===== src/rtl/hm_pkg.sv =====
// -----------------------------------------------------------------------------
// hm_pkg
//  Shared types and constants for the nonce sweep controller.
//  - sweep_state_t : controller FSM encoding
//  - nonce_t       : default-width nonce
//  - DEFAULT_TIMEOUT : default hasher response limit in cycles
// -----------------------------------------------------------------------------
package hm_pkg;

   localparam int NONCE_BITS      = 32;
   localparam int DEFAULT_TIMEOUT = 1024;

   typedef enum logic [2:0] {
      IDLE,
      LAUNCH,
      WAIT,
      FOUND,
      EXHAUSTED,
      ERROR
   } sweep_state_t;

   typedef logic [NONCE_BITS-1:0] nonce_t;

endpackage


===== src/rtl/hm_sat_counter.sv =====
// -----------------------------------------------------------------------------
// hm_sat_counter
//  Up-counter that sticks at all-ones instead of wrapping.
//  Ports:
//   clk   in   system clock
//   rst   in   synchronous reset, active-high (count -> 0)
//   clr   in   synchronous clear (count -> 0), wins over inc
//   inc   in   advance count by one unless saturated
//   count out  current count
// -----------------------------------------------------------------------------
module hm_sat_counter #(
   parameter int WIDTH = 8
) (
   input  logic             clk,
   input  logic             rst,
   input  logic             clr,
   input  logic             inc,
   output logic [WIDTH-1:0] count
);

   // NOTE: sequential state uses non-blocking assignments so every flop
   // samples the pre-edge values regardless of process ordering.
   always_ff @(posedge clk) begin
      if (rst || clr) begin
         count <= '0;
      end else if (inc && (count != '1)) begin
         count <= count + WIDTH'(1);
      end
   end

endmodule


===== src/rtl/hm_nonce_sweep.sv =====
// -----------------------------------------------------------------------------
// hm_nonce_sweep
//  Nonce sweep controller: walks a nonce range one hash job at a time, stops
//  on the first hash the comparator flags as valid and holds the winning
//  nonce/hash until the host acknowledges it.
//  Ports:
//   clk, rst          clock, synchronous active-high reset
//   start             pulse: begin a sweep (IDLE/EXHAUSTED/ERROR only)
//   abort             level: drop back to IDLE, wins over everything else
//   nonce_first/last  inclusive range, sampled on an accepted start
//   hash_done         hasher job finished (1-cycle pulse)
//   valid_hash_flag   comparator result, qualified by hash_done
//   out_hash          hasher result, qualified by hash_done
//   result_ack        host consumed the found result
//   hash_start        1-cycle pulse launching the hasher on cur_nonce
//   cur_nonce         nonce presented to the hasher
//   busy              sweep in progress
//   found             winning nonce/hash held
//   found_nonce/hash  captured winner
//   exhausted         range finished without a hit
//   timeout_err       hasher did not answer in time
//   hash_count        hashes completed this sweep (saturating)
// -----------------------------------------------------------------------------
module hm_nonce_sweep
   import hm_pkg::*;
#(
   parameter int NONCE_W = 32,
   parameter int HASH_W  = 256,
   parameter int COUNT_W = 32,
   parameter int TIMEOUT = DEFAULT_TIMEOUT
) (
   input  logic               clk,
   input  logic               rst,
   input  logic               start,
   input  logic               abort,
   input  logic [NONCE_W-1:0] nonce_first,
   input  logic [NONCE_W-1:0] nonce_last,
   input  logic               hash_done,
   input  logic               valid_hash_flag,
   input  logic [HASH_W-1:0]  out_hash,
   input  logic               result_ack,
   output logic               hash_start,
   output logic [NONCE_W-1:0] cur_nonce,
   output logic               busy,
   output logic               found,
   output logic [NONCE_W-1:0] found_nonce,
   output logic [HASH_W-1:0]  found_hash,
   output logic               exhausted,
   output logic               timeout_err,
   output logic [COUNT_W-1:0] hash_count
);

   localparam int TMO_W = $clog2(TIMEOUT + 1);

   sweep_state_t       state;
   sweep_state_t       state_nxt;
   logic [NONCE_W-1:0] last_nonce;
   logic [TMO_W-1:0]   tmo_count;

   logic start_ok;   // start accepted this cycle
   logic job_done;   // hasher result counted this cycle
   logic tmo_hit;

   // abort overrides start even in IDLE, so an accepted start needs !abort.
   assign start_ok = start && !abort &&
                     (state inside {IDLE, EXHAUSTED, ERROR});
   assign job_done = (state == WAIT) && hash_done && !abort;
   assign tmo_hit  = (tmo_count == TMO_W'(TIMEOUT - 1));

   // ---------------------------------------------------------------- state reg
   always_ff @(posedge clk) begin
      if (rst) begin
         state <= IDLE;
      end else begin
         state <= state_nxt;
      end
   end

   // --------------------------------------------------------------- next state
   // NOTE: state_nxt takes a default before the case so no path leaves it
   // unassigned, which would otherwise infer a latch.
   always_comb begin
      state_nxt = state;
      if (abort) begin
         state_nxt = IDLE;
      end else begin
         unique case (state)
            IDLE, EXHAUSTED, ERROR: if (start) state_nxt = LAUNCH;
            LAUNCH:                 state_nxt = WAIT;
            WAIT: begin
               if (hash_done) begin
                  if (valid_hash_flag)               state_nxt = FOUND;
                  else if (cur_nonce == last_nonce)  state_nxt = EXHAUSTED;
                  else                               state_nxt = LAUNCH;
               end else if (tmo_hit) begin
                  state_nxt = ERROR;
               end
            end
            FOUND:   if (result_ack) state_nxt = IDLE;
            default: state_nxt = IDLE;
         endcase
      end
   end

   // ------------------------------------------------------------------ outputs
   // Pure decodes of the state flop: no input-to-output path.
   always_comb begin
      hash_start  = (state == LAUNCH);
      busy        = (state == LAUNCH) || (state == WAIT);
      found       = (state == FOUND);
      exhausted   = (state == EXHAUSTED);
      timeout_err = (state == ERROR);
   end

   // ---------------------------------------------------------------- datapath
   // NOTE: the wide result registers are reset too, since every output must
   // read zero after reset rather than holding a stale winner.
   always_ff @(posedge clk) begin
      if (rst) begin
         cur_nonce   <= '0;
         last_nonce  <= '0;
         found_nonce <= '0;
         found_hash  <= '0;
      end else if (start_ok) begin
         cur_nonce  <= nonce_first;
         last_nonce <= nonce_last;
      end else if (job_done) begin
         if (valid_hash_flag) begin
            found_nonce <= cur_nonce;
            found_hash  <= out_hash;
         end else if (cur_nonce != last_nonce) begin
            // Natural wrap through all-ones to zero handles descending ranges.
            cur_nonce <= cur_nonce + NONCE_W'(1);
         end
      end
   end

   // ----------------------------------------------------------------- counters
   hm_sat_counter #(.WIDTH(COUNT_W)) u_hash_count (
      .clk   (clk),
      .rst   (rst),
      .clr   (start_ok),
      .inc   (job_done),
      .count (hash_count)
   );

   // Restarted for every job; only advances while waiting on the hasher.
   hm_sat_counter #(.WIDTH(TMO_W)) u_tmo_count (
      .clk   (clk),
      .rst   (rst),
      .clr   (state == LAUNCH),
      .inc   ((state == WAIT) && !hash_done),
      .count (tmo_count)
   );

endmodule

===== config.mk =====
export PLATFORM = sky130hd
export DESIGN_NAME = hm_nonce_sweep
export DESIGN_NICKNAME = d
export VERILOG_FILES = /design/src/rtl/hm_pkg.sv /design/src/rtl/hm_sat_counter.sv /design/src/rtl/hm_nonce_sweep.sv
export SDC_FILE = /design/constraint.sdc
export NUM_CORES = 1
export LEC_CHECK = 0
export ABC_AREA = 0
export BUFFER_PORTS_ARGS = -buffer_cell sky130_fd_sc_hd__buf_2
export CAP_MARGIN = 20
export CELL_PAD_IN_SITES_DETAIL_PLACEMENT = 0
export CELL_PAD_IN_SITES_GLOBAL_PLACEMENT = 1
export CORE_AREA = 2 2 263 265
export CTS_BUF_LIST = sky130_fd_sc_hd__clkbuf_4 sky130_fd_sc_hd__clkbuf_8 sky130_fd_sc_hd__clkbuf_16
export DETAILED_ROUTE_END_ITERATION = 12
export DIE_AREA = 0 0 265 267
export MAX_ROUTING_LAYER = met4
export PLACE_DENSITY_LB_ADDON = 0.1
export SLEW_MARGIN = 5
export SYNTH_ARGS = -nofsm -noshare
export SYNTH_HDL_FRONTEND = slang
export SYNTH_SLANG_ARGS = --single-unit

===== constraint.sdc =====
create_clock -name clk -period 3.11 [get_ports clk]
set_input_delay 0.311 -clock clk [delete_from_list [all_inputs] [get_ports clk]]
set_output_delay 0.311 -clock clk [all_outputs]
set_load 0.05 [all_outputs]

==> results.cfg, run 1 <==
[status]
run_status = completed

[timing]
finalHoldWorstSlack_ns = 0.04174
fin_worst_skew_ns = 0.01596
setup_viol = 0
fin_setup_tns_ns = 0
fin_crit_ns = 2.684
fin_crit_sh = 0.8630
worst-slew-pin-transition_ns = 1.028
fmax_mhz = 372.6
relSlewSlack = 0.3146
finalMaxSlewViolations = 0
finalHoldViolCount = 0
rsz0062_at_grt = false

[min_path]
hold_path_class = input port to flop

[logic_synthesis]
synth_area_leader_cell = dfxtp_1
synthCells = 1991
synth-edff-count = 0
syn_area_per_cell_um2 = 7.835
async_reset_ff_frac = 0
yosys_warnings = 0
syn_nets = 2321
syn_area_um2 = 15600
netlist_top_cells_area = dfxtp_1 (51%), nand2_1 (17%), a21oi_1 (11%)
ys_ff_latch = 398
synth.distinct_cells = 63
ys_seq_area_frac = 0.5108
synth_ff_type = dfxtp_1
yosys.area.top_type_share = 0.5108

[global_routing]
grt_overflow = 0
grt_usage = 0.2007
grt_pass1_wl_mm = 106.4
grt_pass1_vias = 17100
grt_max_degree = 140
antenna_found_initial = 11

[worst_setup_path]
cpPeakStageDelay_ns = 0.65
crit_fanout = 13
worstPathRequired_ns = 3.60
cp-start-kind = flop
crit_type = flop to flop
cp_data_arrival_time_ns = 3.18
slowest_stage = or3_2
crit_path_end_kind = flop
crit_chain = or3b_4 > or3_2 > a2111oi_0 > xnor2_1 > a211oi_1

[clocking]
clock-sinks = 398
post_cts_buffers = 0
h-tree-depth = 2
numCtsBuffers = 49
cts_tree = done
clockBufferDepth = 3
clk_root_buffer_cell = clkbuf_16
ctsHoldBuffers = 299
clkLatencyLatePin_ns = 0.59
post_cts_resized = 0
clk_pin_slew_ns = 0.06

[flow_run]
cap_violations = 0

[routing]
drc = 0
drtIter0Drc = 782
routed_wl_mm = 72.60
firstDrtPassIters = 5
wl_per_cell_um = 18.84
via_per_inst = 4.497
num_vias = 17333
drtAntennaViolNets = 0

[place]
place_congestion = 0.8176
placed_area_um2 = 20040
dp_hpwl_mm = 52.82
dp_cells = 3454
io_buffers = 683

[pwr]
peakVddDrop_uv = 333.5
p_switching_mw = 3.009
power_frac_comb = 0.087
seqPwrFrac = 0.417
p_int_mw = 9.500
swShare = 0.2406
p_per_area_nw_per_um2 = 504.0
p_leak_nw = 10.38
clkPwrFrac = 0.495

[layout]
nNetsFinal = 3252
drive_above_1_share = 0.2845
final_area_um2 = 24820
fillers = 7340
instances_no_fill = 3854
layout_commonest_cell = nand2_1
syn_to_final_growth_pct = 59.12
final_cell_mix = nand2_1 (692), buf_2 (682), dfxtp_1 (398)

[floorplan]
start_util = 0.2294
rows = 96
die_y_um = 267
ios = 684
die_area_um2 = 70760
die_x_um = 265
coreArea_um2 = 67990
## cells by family (layout without fill, tap and decap cells)
| kind of cell | after synthesis | in the layout | synth area share |
|---|---|---|---|
| flops | 398 | 398 | 0.5108 |
| compound gates | 456 | 456 | 0.1633 |
| mux | 6 | 6 | 0.003850 |
| other cells | 0 | 9 | 0 |
| simple gates | 909 | 909 | 0.2457 |
| buf+inv | 161 | 1133 | 0.04139 |
| xor+xnor | 58 | 58 | 0.03257 |
| fa+ha+maj | 3 | 3 | 0.002407 |
## worst paths after layout
kind	slack [ns]	depth (start not counted)	to	startpoint
worst min-delay path	0.04	3	found_hash[6]	out_hash[6]
worst max-delay path	0.43	5	cur_nonce[21]	state[1]
worst min register to register	0.45	2	found_hash[229]	found_hash[229]
worst max register to register	0.43	5	cur_nonce[21]	state[1]
## through the flow
| stage | util | setup WS (ns) | total power, mW |
|---|---|---|---|
| after floorplan | - | 0.4811 | 5.694 |
| after global placement | 0.2948 | 0.3390 | 6.109 |
| after detailed placement | 0.2948 | 0.4416 | 6.113 |
| after CTS | 0.3648 | 0.4257 | 12.72 |
| after global routing | 0.3651 | 0.2502 | 13.02 |
| final | 0.3651 | 0.4259 | 12.51 |
## worst max-delay path: cells and delay by family, from the launching register on
family           cells  cell delay (ns)
flip-flops           1             0.56
AO/OA/AOI/OAI        2             0.79
XOR/XNOR             1             0.11
AND/OR/NAND/NOR      2             1.12
## per-layer routing
| metal | up-vias | track usage | part of all wire |
|---|---|---|---|
| li1 | 8569 | - | - |
| met1 | 8116 | 0.2375 | 0.42 |
| met2 | 535 | 0.3269 | 0.47 |
| met3 | 113 | 0.05462 | 0.069 |
| met4 | 0 | 0.07238 | 0.035 |
| met5 | - | - | 0 |
## registers in the layout, indices dropped and copies added, names as in the netlist
register            count
found_nonce            32
u_tmo_count.count      11
state                   3
found_hash            256
u_hash_count.count     32
cur_nonce              32
last_nonce             32
## area by class of cell
| type | instances | area, um2 | share of cell area |
|---|---|---|---|
| timing repair buffer | 1030 | 6907 | 0.2783 |
| multi-input combinational | 1432 | 7017 | 0.2827 |
| antenna | 9 | 22.52 | 0.0009073 |
| tap | 882 | 1104 | 0.04446 |
| inverter | 11 | 41.29 | 0.001663 |
| sequential | 398 | 7968 | 0.3210 |
| clock buffer | 82 | 1628 | 0.06558 |
| clock inverter | 10 | 135.1 | 0.005444 |
## synthesized netlist by cell type, types with 5 or more instances
library cell	count
nand2_1	693
dfxtp_1	398
a21oi_1	348
clkbuf_1	121
nor2_1	59
xnor2_1	50
nand3_1	29
nand4_1	27
buf_2	21
o21ai_0	20
nor3_1	16
a31oi_1	14
a211oi_1	12
and2_1	12
and3_1	11
inv_1	11
and4_1	10
nor4_1	10
or4_1	10
a22oi_1	9
or3_1	9
xor2_1	8
buf_1	6
mux2i_1	6
o211ai_1	6
a41o_1	5
nand2b_1	5
## power by group through the flow
stage | clock network [mW] | registers (mW) | logic (mW)
6_report | 6.20 | 5.22 | 1.09
5_1_grt | 6.63 | 5.23 | 1.17
4_1_cts | 6.39 | 5.22 | 1.11
3_5_place_dp | 0 | 5.33 | 0.780
3_3_place_gp | 0 | 5.33 | 0.776
2_1_floorplan | 0 | 5.41 | 0.289
(Power assumes the default switching activity.)
==> run 2, diff against run 1 <==
--- a/config.mk
+++ b/config.mk
@@ -6,14 +6,14 @@
 export NUM_CORES = 1
 export LEC_CHECK = 0
 export ABC_AREA = 0
-export BUFFER_PORTS_ARGS = -buffer_cell sky130_fd_sc_hd__buf_2
+export BUFFER_PORTS_ARGS = -buffer_cell sky130_fd_sc_hd__buf_4
 export CAP_MARGIN = 20
 export CELL_PAD_IN_SITES_DETAIL_PLACEMENT = 0
 export CELL_PAD_IN_SITES_GLOBAL_PLACEMENT = 1
-export CORE_AREA = 2 2 263 265
+export CORE_AREA = 2 2 267 269
 export CTS_BUF_LIST = sky130_fd_sc_hd__clkbuf_4 sky130_fd_sc_hd__clkbuf_8 sky130_fd_sc_hd__clkbuf_16
 export DETAILED_ROUTE_END_ITERATION = 12
-export DIE_AREA = 0 0 265 267
+export DIE_AREA = 0 0 269 271
 export MAX_ROUTING_LAYER = met4
 export PLACE_DENSITY_LB_ADDON = 0.1
 export SLEW_MARGIN = 5
==> constraint.sdc (replaced) <==
create_clock -name clk -period 3.3 [get_ports clk]
set_input_delay 0.33 -clock clk [delete_from_list [all_inputs] [get_ports clk]]
set_output_delay 0.33 -clock clk [all_outputs]
set_load 0.05 [all_outputs]
==> results.cfg, run 2 (synthesis results as in run 1) <==
[floorplan]
die_area_um2 = 72900
coreArea_um2 = 69790
rows = 97
die_x_um = 269
die_y_um = 271
start_util = 0.2235
ios = 684

[routing]
firstDrtPassIters = 5
routed_wl_mm = 73.79
via_per_inst = 4.448
drc = 0
drtIter0Drc = 1097
wl_per_cell_um = 18.94
drtAntennaViolNets = 0
num_vias = 17331

[layout]
nNetsFinal = 3238
final_cell_mix = buf_4 (717), nand2_1 (692), dfxtp_1 (398)
syn_to_final_growth_pct = 69.09
drive_above_1_share = 0.2833
layout_commonest_cell = buf_4
largest_reg_flops = 256
top_register = found_hash

[timing]
worst-slew-pin-transition_ns = 0.9979
rsz0062_at_grt = false
setup_viol = 0
fin_worst_skew_ns = 0.01372
finalMaxSlewViolations = 0
fmax_mhz = 360.5
relSlewSlack = 0.3347
finalHoldViolCount = 0
fin_crit_sh = 0.8406
fin_crit_ns = 2.774
fin_setup_tns_ns = 0

[worst_setup_path]
rrSetupSlack_ns = 0.53
cp_data_arrival_time_ns = 3.24
timing.rr.end = u_hash_count.count[16]
crit_fanout = 13
r2r_start = state[1]
crit_path_end_kind = flop
cp-start-kind = flop
reg2reg_depth = 6
crit_type = flop to flop
worstPathRequired_ns = 3.77

[pwr]
swShare = 0.2386
p_total_mw = 11.81
peakVddDrop_uv = 331.4
p_leak_nw = 10.51
seqPwrFrac = 0.417
power_frac_comb = 0.098
p_per_area_nw_per_um2 = 447.7
p_int_mw = 8.990
clkPwrFrac = 0.486
p_switching_mw = 2.818

[flow_run]
cap_violations = 0

[min_path]
holdPathStages = 3
whs_endpoint = cur_nonce[8]
holdCritStartpoint = nonce_first[8]
hold_path_class = input port to flop

[clocking]
clkLatencyLatePin_ns = 0.58
post_cts_resized = 0
cts_tree = done
h-tree-depth = 2
clock-sinks = 398
clk_root_buffer_cell = clkbuf_16
clk_pin_slew_ns = 0.06
numCtsBuffers = 51
clockBufferDepth = 3

[global_routing]
grt_overflow = 0
grt_max_degree = 181
antenna_found_initial = 12
grt_usage = 0.1988
grt_pass1_wl_mm = 108.0
grt_pass1_vias = 17195

[place]
place_congestion = 0.8272
dp_hpwl_mm = 53.56
io_buffers = 683

[status]
run_status = completed
==> run 2: per-layer routing <==
metal,up-vias,global-route usage,part of all wire
met5,-,-,0
met1,8155,0.2307,0.41
met3,108,0.05352,0.075
li1,8531,-,-
met2,537,0.3310,0.49
met4,0,0.06433,0.031
==> run 2: area by class of cell <==
cell class	count	area, um2
diodes	12	30.03
clock buffers	82	1632
clock inverters	7	91.34
fillers	7351	43410
inverters	11	41.29
multi-input cells	1432	7017
flip-flops and latches	398	7968
well taps	940	1176
repair buffers	1014	8422
==> run 2: through the flow <==
step	worst slack [ns]	util	hold slack [ns]	cells	area (um2)
after global routing	0.3539	0.3780	0.006261	3896	26380
after detailed placement	0.5480	0.3114	0.4477	3506	21730
final	0.5260	0.3780	0.04822	3896	26380
after floorplan	0.6711	-	0.4085	1991	15600
after global placement	0.5981	0.3112	0.4416	3505	21720
after CTS	0.5276	0.3775	0.002050	3884	26350
==> run 2: power groups by stage <==
stage               clock network [mW]  logic [mW]  registers (mW)
floorplan                            0       0.272            5.09
global placement                     0       0.853            5.03
detailed placement                   0       0.856            5.03
CTS                               5.95        1.17            4.92
global route                      6.14        1.23            4.93
finish                            5.73        1.15            4.92
==> run 2: how the worst max path moves through the flow <==
| stage | startpoint | end | slack, ns | cells past startpoint |
|---|---|---|---|---|
| floorplan | u_hash_count.count[3] | u_hash_count.count[9] | 0.67 | 6 |
| global placement | state[1] | found_hash[94] | 0.60 | 6 |
| detailed placement | state[1] | u_hash_count.count[16] | 0.55 | 6 |
| CTS | state[1] | u_hash_count.count[16] | 0.53 | 6 |
| global route | state[1] | cur_nonce[13] | 0.35 | 6 |
| finish | state[1] | u_hash_count.count[16] | 0.53 | 6 |
==> run 2: what timing repair did <==
action,in CTS,in global routing
buffers inserted,0,0
endpoints found under the setup margin,0,0
endpoints found under the hold margin,289,0
hold buffers,289,0
==> run 2: worst max-delay path, stage by stage (launching register included) <==
cell and delay [ns]:
dfxtp_1 0.56, or3b_4 0.47, or2_1 0.36, or3_4 0.44
a211oi_2 0.46, a31oi_1 0.16, a41o_1 0.22
==> run 3, diff against run 2 <==
--- a/config.mk
+++ b/config.mk
@@ -10,10 +10,10 @@
 export CAP_MARGIN = 20
 export CELL_PAD_IN_SITES_DETAIL_PLACEMENT = 0
 export CELL_PAD_IN_SITES_GLOBAL_PLACEMENT = 1
-export CORE_AREA = 2 2 267 269
+export CORE_AREA = 2 2 268 270
 export CTS_BUF_LIST = sky130_fd_sc_hd__clkbuf_4 sky130_fd_sc_hd__clkbuf_8 sky130_fd_sc_hd__clkbuf_16
 export DETAILED_ROUTE_END_ITERATION = 12
-export DIE_AREA = 0 0 269 271
+export DIE_AREA = 0 0 270 272
 export MAX_ROUTING_LAYER = met4
 export PLACE_DENSITY_LB_ADDON = 0.1
 export SLEW_MARGIN = 5
==> constraint.sdc (replaced) <==
create_clock -name clk -period 2.3 [get_ports clk]
set_input_delay 0.23 -clock clk [delete_from_list [all_inputs] [get_ports clk]]
set_output_delay 0.23 -clock clk [all_outputs]
set_load 0.05 [all_outputs]
==> results.cfg, run 3 (synthesis results as in run 1) <==
[status]
run_status = completed

[routing]
top_layer = met4
num_vias = 17707
firstDrtPassIters = 7
met3RoutedLength_mm = 4.651
wl_per_cell_um = 18.66
drtIter0Drc = 839
met2_length_mm = 37.42
drtAntennaViolNets = 0
wl_met1_mm = 31.03
routed_wl_mm = 74.47
drc = 0
via_per_inst = 4.437

[timing]
relSlewSlack = 0.3005
fmax_mhz = 456.0
fin_crit_ns = 2.193
finalMaxSlewViolations = 0
fin_setup_tns_ns = 0
rsz0062_at_grt = true
fin_crit_sh = 0.9535
finalHoldViolCount = 0
fin_worst_skew_ns = 0.01416
worst-slew-pin-transition_ns = 1.049
setup_viol = 0

[clocking]
clk_root_buffer_cell = clkbuf_16
clkLatencyLatePin_ns = 0.58
clock-sinks = 398
numCtsBuffers = 50
cts_tree = done
clk_pin_slew_ns = 0.06
clockBufferDepth = 3
h-tree-depth = 2

[min_path]
hold_path_class = input port to flop

[layout]
drive_above_1_share = 0.3137
final_cell_mix = buf_4 (765), nand2_1 (692), dfxtp_1 (350)
instances_no_fill = 3991
largest_reg_flops = 256
nNetsFinal = 3326
syn_to_final_growth_pct = 75.78
top_register = found_hash
layout_commonest_cell = buf_4

[worst_setup_path]
worstPathRequired_ns = 2.73
cp-start-kind = flop
crit_fanout = 11
crit_type = flop to flop
cpPeakStageDelay_ns = 0.41
slowest_stage = nor4_4
cp_data_arrival_time_ns = 2.63
crit_path_end_kind = flop
crit_path_frequent_cell = buf_4
crit_chain = xnor2_1 > nand4_1 > nor4_4 > buf_4 > a21oi_2 > buf_4 > a222oi_1 > nor2_1

[floorplan]
coreArea_um2 = 70750
die_x_um = 270
die_y_um = 272
die_area_um2 = 73440
rows = 98
ios = 684
start_util = 0.2205

[global_routing]
grt_max_degree = 175
grt_usage = 0.1995
grt_overflow = 0
antenna_found_initial = 5
grt_pass1_wl_mm = 110.9
grt_pass1_vias = 17808

[pwr]
p_leak_nw = 11.04
p_per_area_nw_per_um2 = 626.1
peakVddDrop_uv = 471.2

[place]
io_buffers = 683
dp_cells = 3571
place_congestion = 0.8491
dp_hpwl_mm = 55.33

[flow_run]
cap_violations = 0
-- run 3: cell types whose count changed in the layout (fill, tap and decap cells not counted), moves of 4 or more --
| cell | delta |
|---|---|
| dfxtp_4 | +4 |
| dlygate4sd3_1 | +31 |
| buf_4 | +48 |
| dfxtp_1 | -48 |
| dfxtp_2 | +44 |
| diode_2 | -6 |
| buf_12 | +10 |
-- run 3: metrics by stage --
stage               total power, mW  hold slack [ns]  utilization  instance area (um2)  setup WS [ns]
finish                        17.17          0.06997       0.3875                27420         0.1069
global route                  17.84          0.06096       0.3875                27420       -0.02438
detailed placement            8.489           0.4469       0.3161                22360        0.01283
global placement              8.484           0.4438       0.3161                22360       -0.01058
CTS                           17.46          0.01384       0.3862                27320        0.03091
floorplan                     7.704           0.3085            -                15690       -0.03022
-- run 3: area by class of cell --
class,instances,area (um2)
Inverter,11,41.29
Clock inverter,9,152.6
Multi-Input combinational cell,1432,7094
Tap cell,950,1189
Fill cell,7365,43330
Clock buffer,82,1597
Timing Repair Buffer,1103,9293
Sequential cell,398,8038
Antenna cell,6,15.01
-- run 3: routing by layer --
layer  up-vias  global-route usage
met4         0             0.04254
li1       8691                   -
met5         -                   -
met1      8400              0.2362
met3        91             0.04672
met2       525              0.3439
-- run 3: path summary, 6_finish.rpt --
path                        start              end  slack (ns)  cells past startpoint
setup / recovery     cur_nonce[1]     cur_nonce[5]        0.11                      8
hold / removal    nonce_first[27]    cur_nonce[27]        0.07                      4
setup reg to reg     cur_nonce[1]     cur_nonce[5]        0.11                      8
hold reg to reg   found_hash[185]  found_hash[185]        0.45                      2
-- run 3: repair_timing --
action                                 in CTS  in global routing
hold buffers                              320                  0
pin swaps                                   0                  3
endpoints found under the hold margin     320                  0
resized for setup                           2                 13
setup buffers                               0                  2
setup endpoints to repair                   2                 39
-- run 3: power by group --
group / internal, mW / switching (mW) / total (mW)
logic: 0.972 / 0.810 / 1.78
registers: 6.97 / 0.0733 / 7.04
clock network: 5.17 / 3.18 / 8.34
-- run 3: critical path, delay by kind of cell (launching register included) --
kind	cells	cell delay (ns)
buf+inv	2	0.41
xor+xnor	1	0.25
compound gates	2	0.37
flops	1	0.35
simple gates	3	0.68
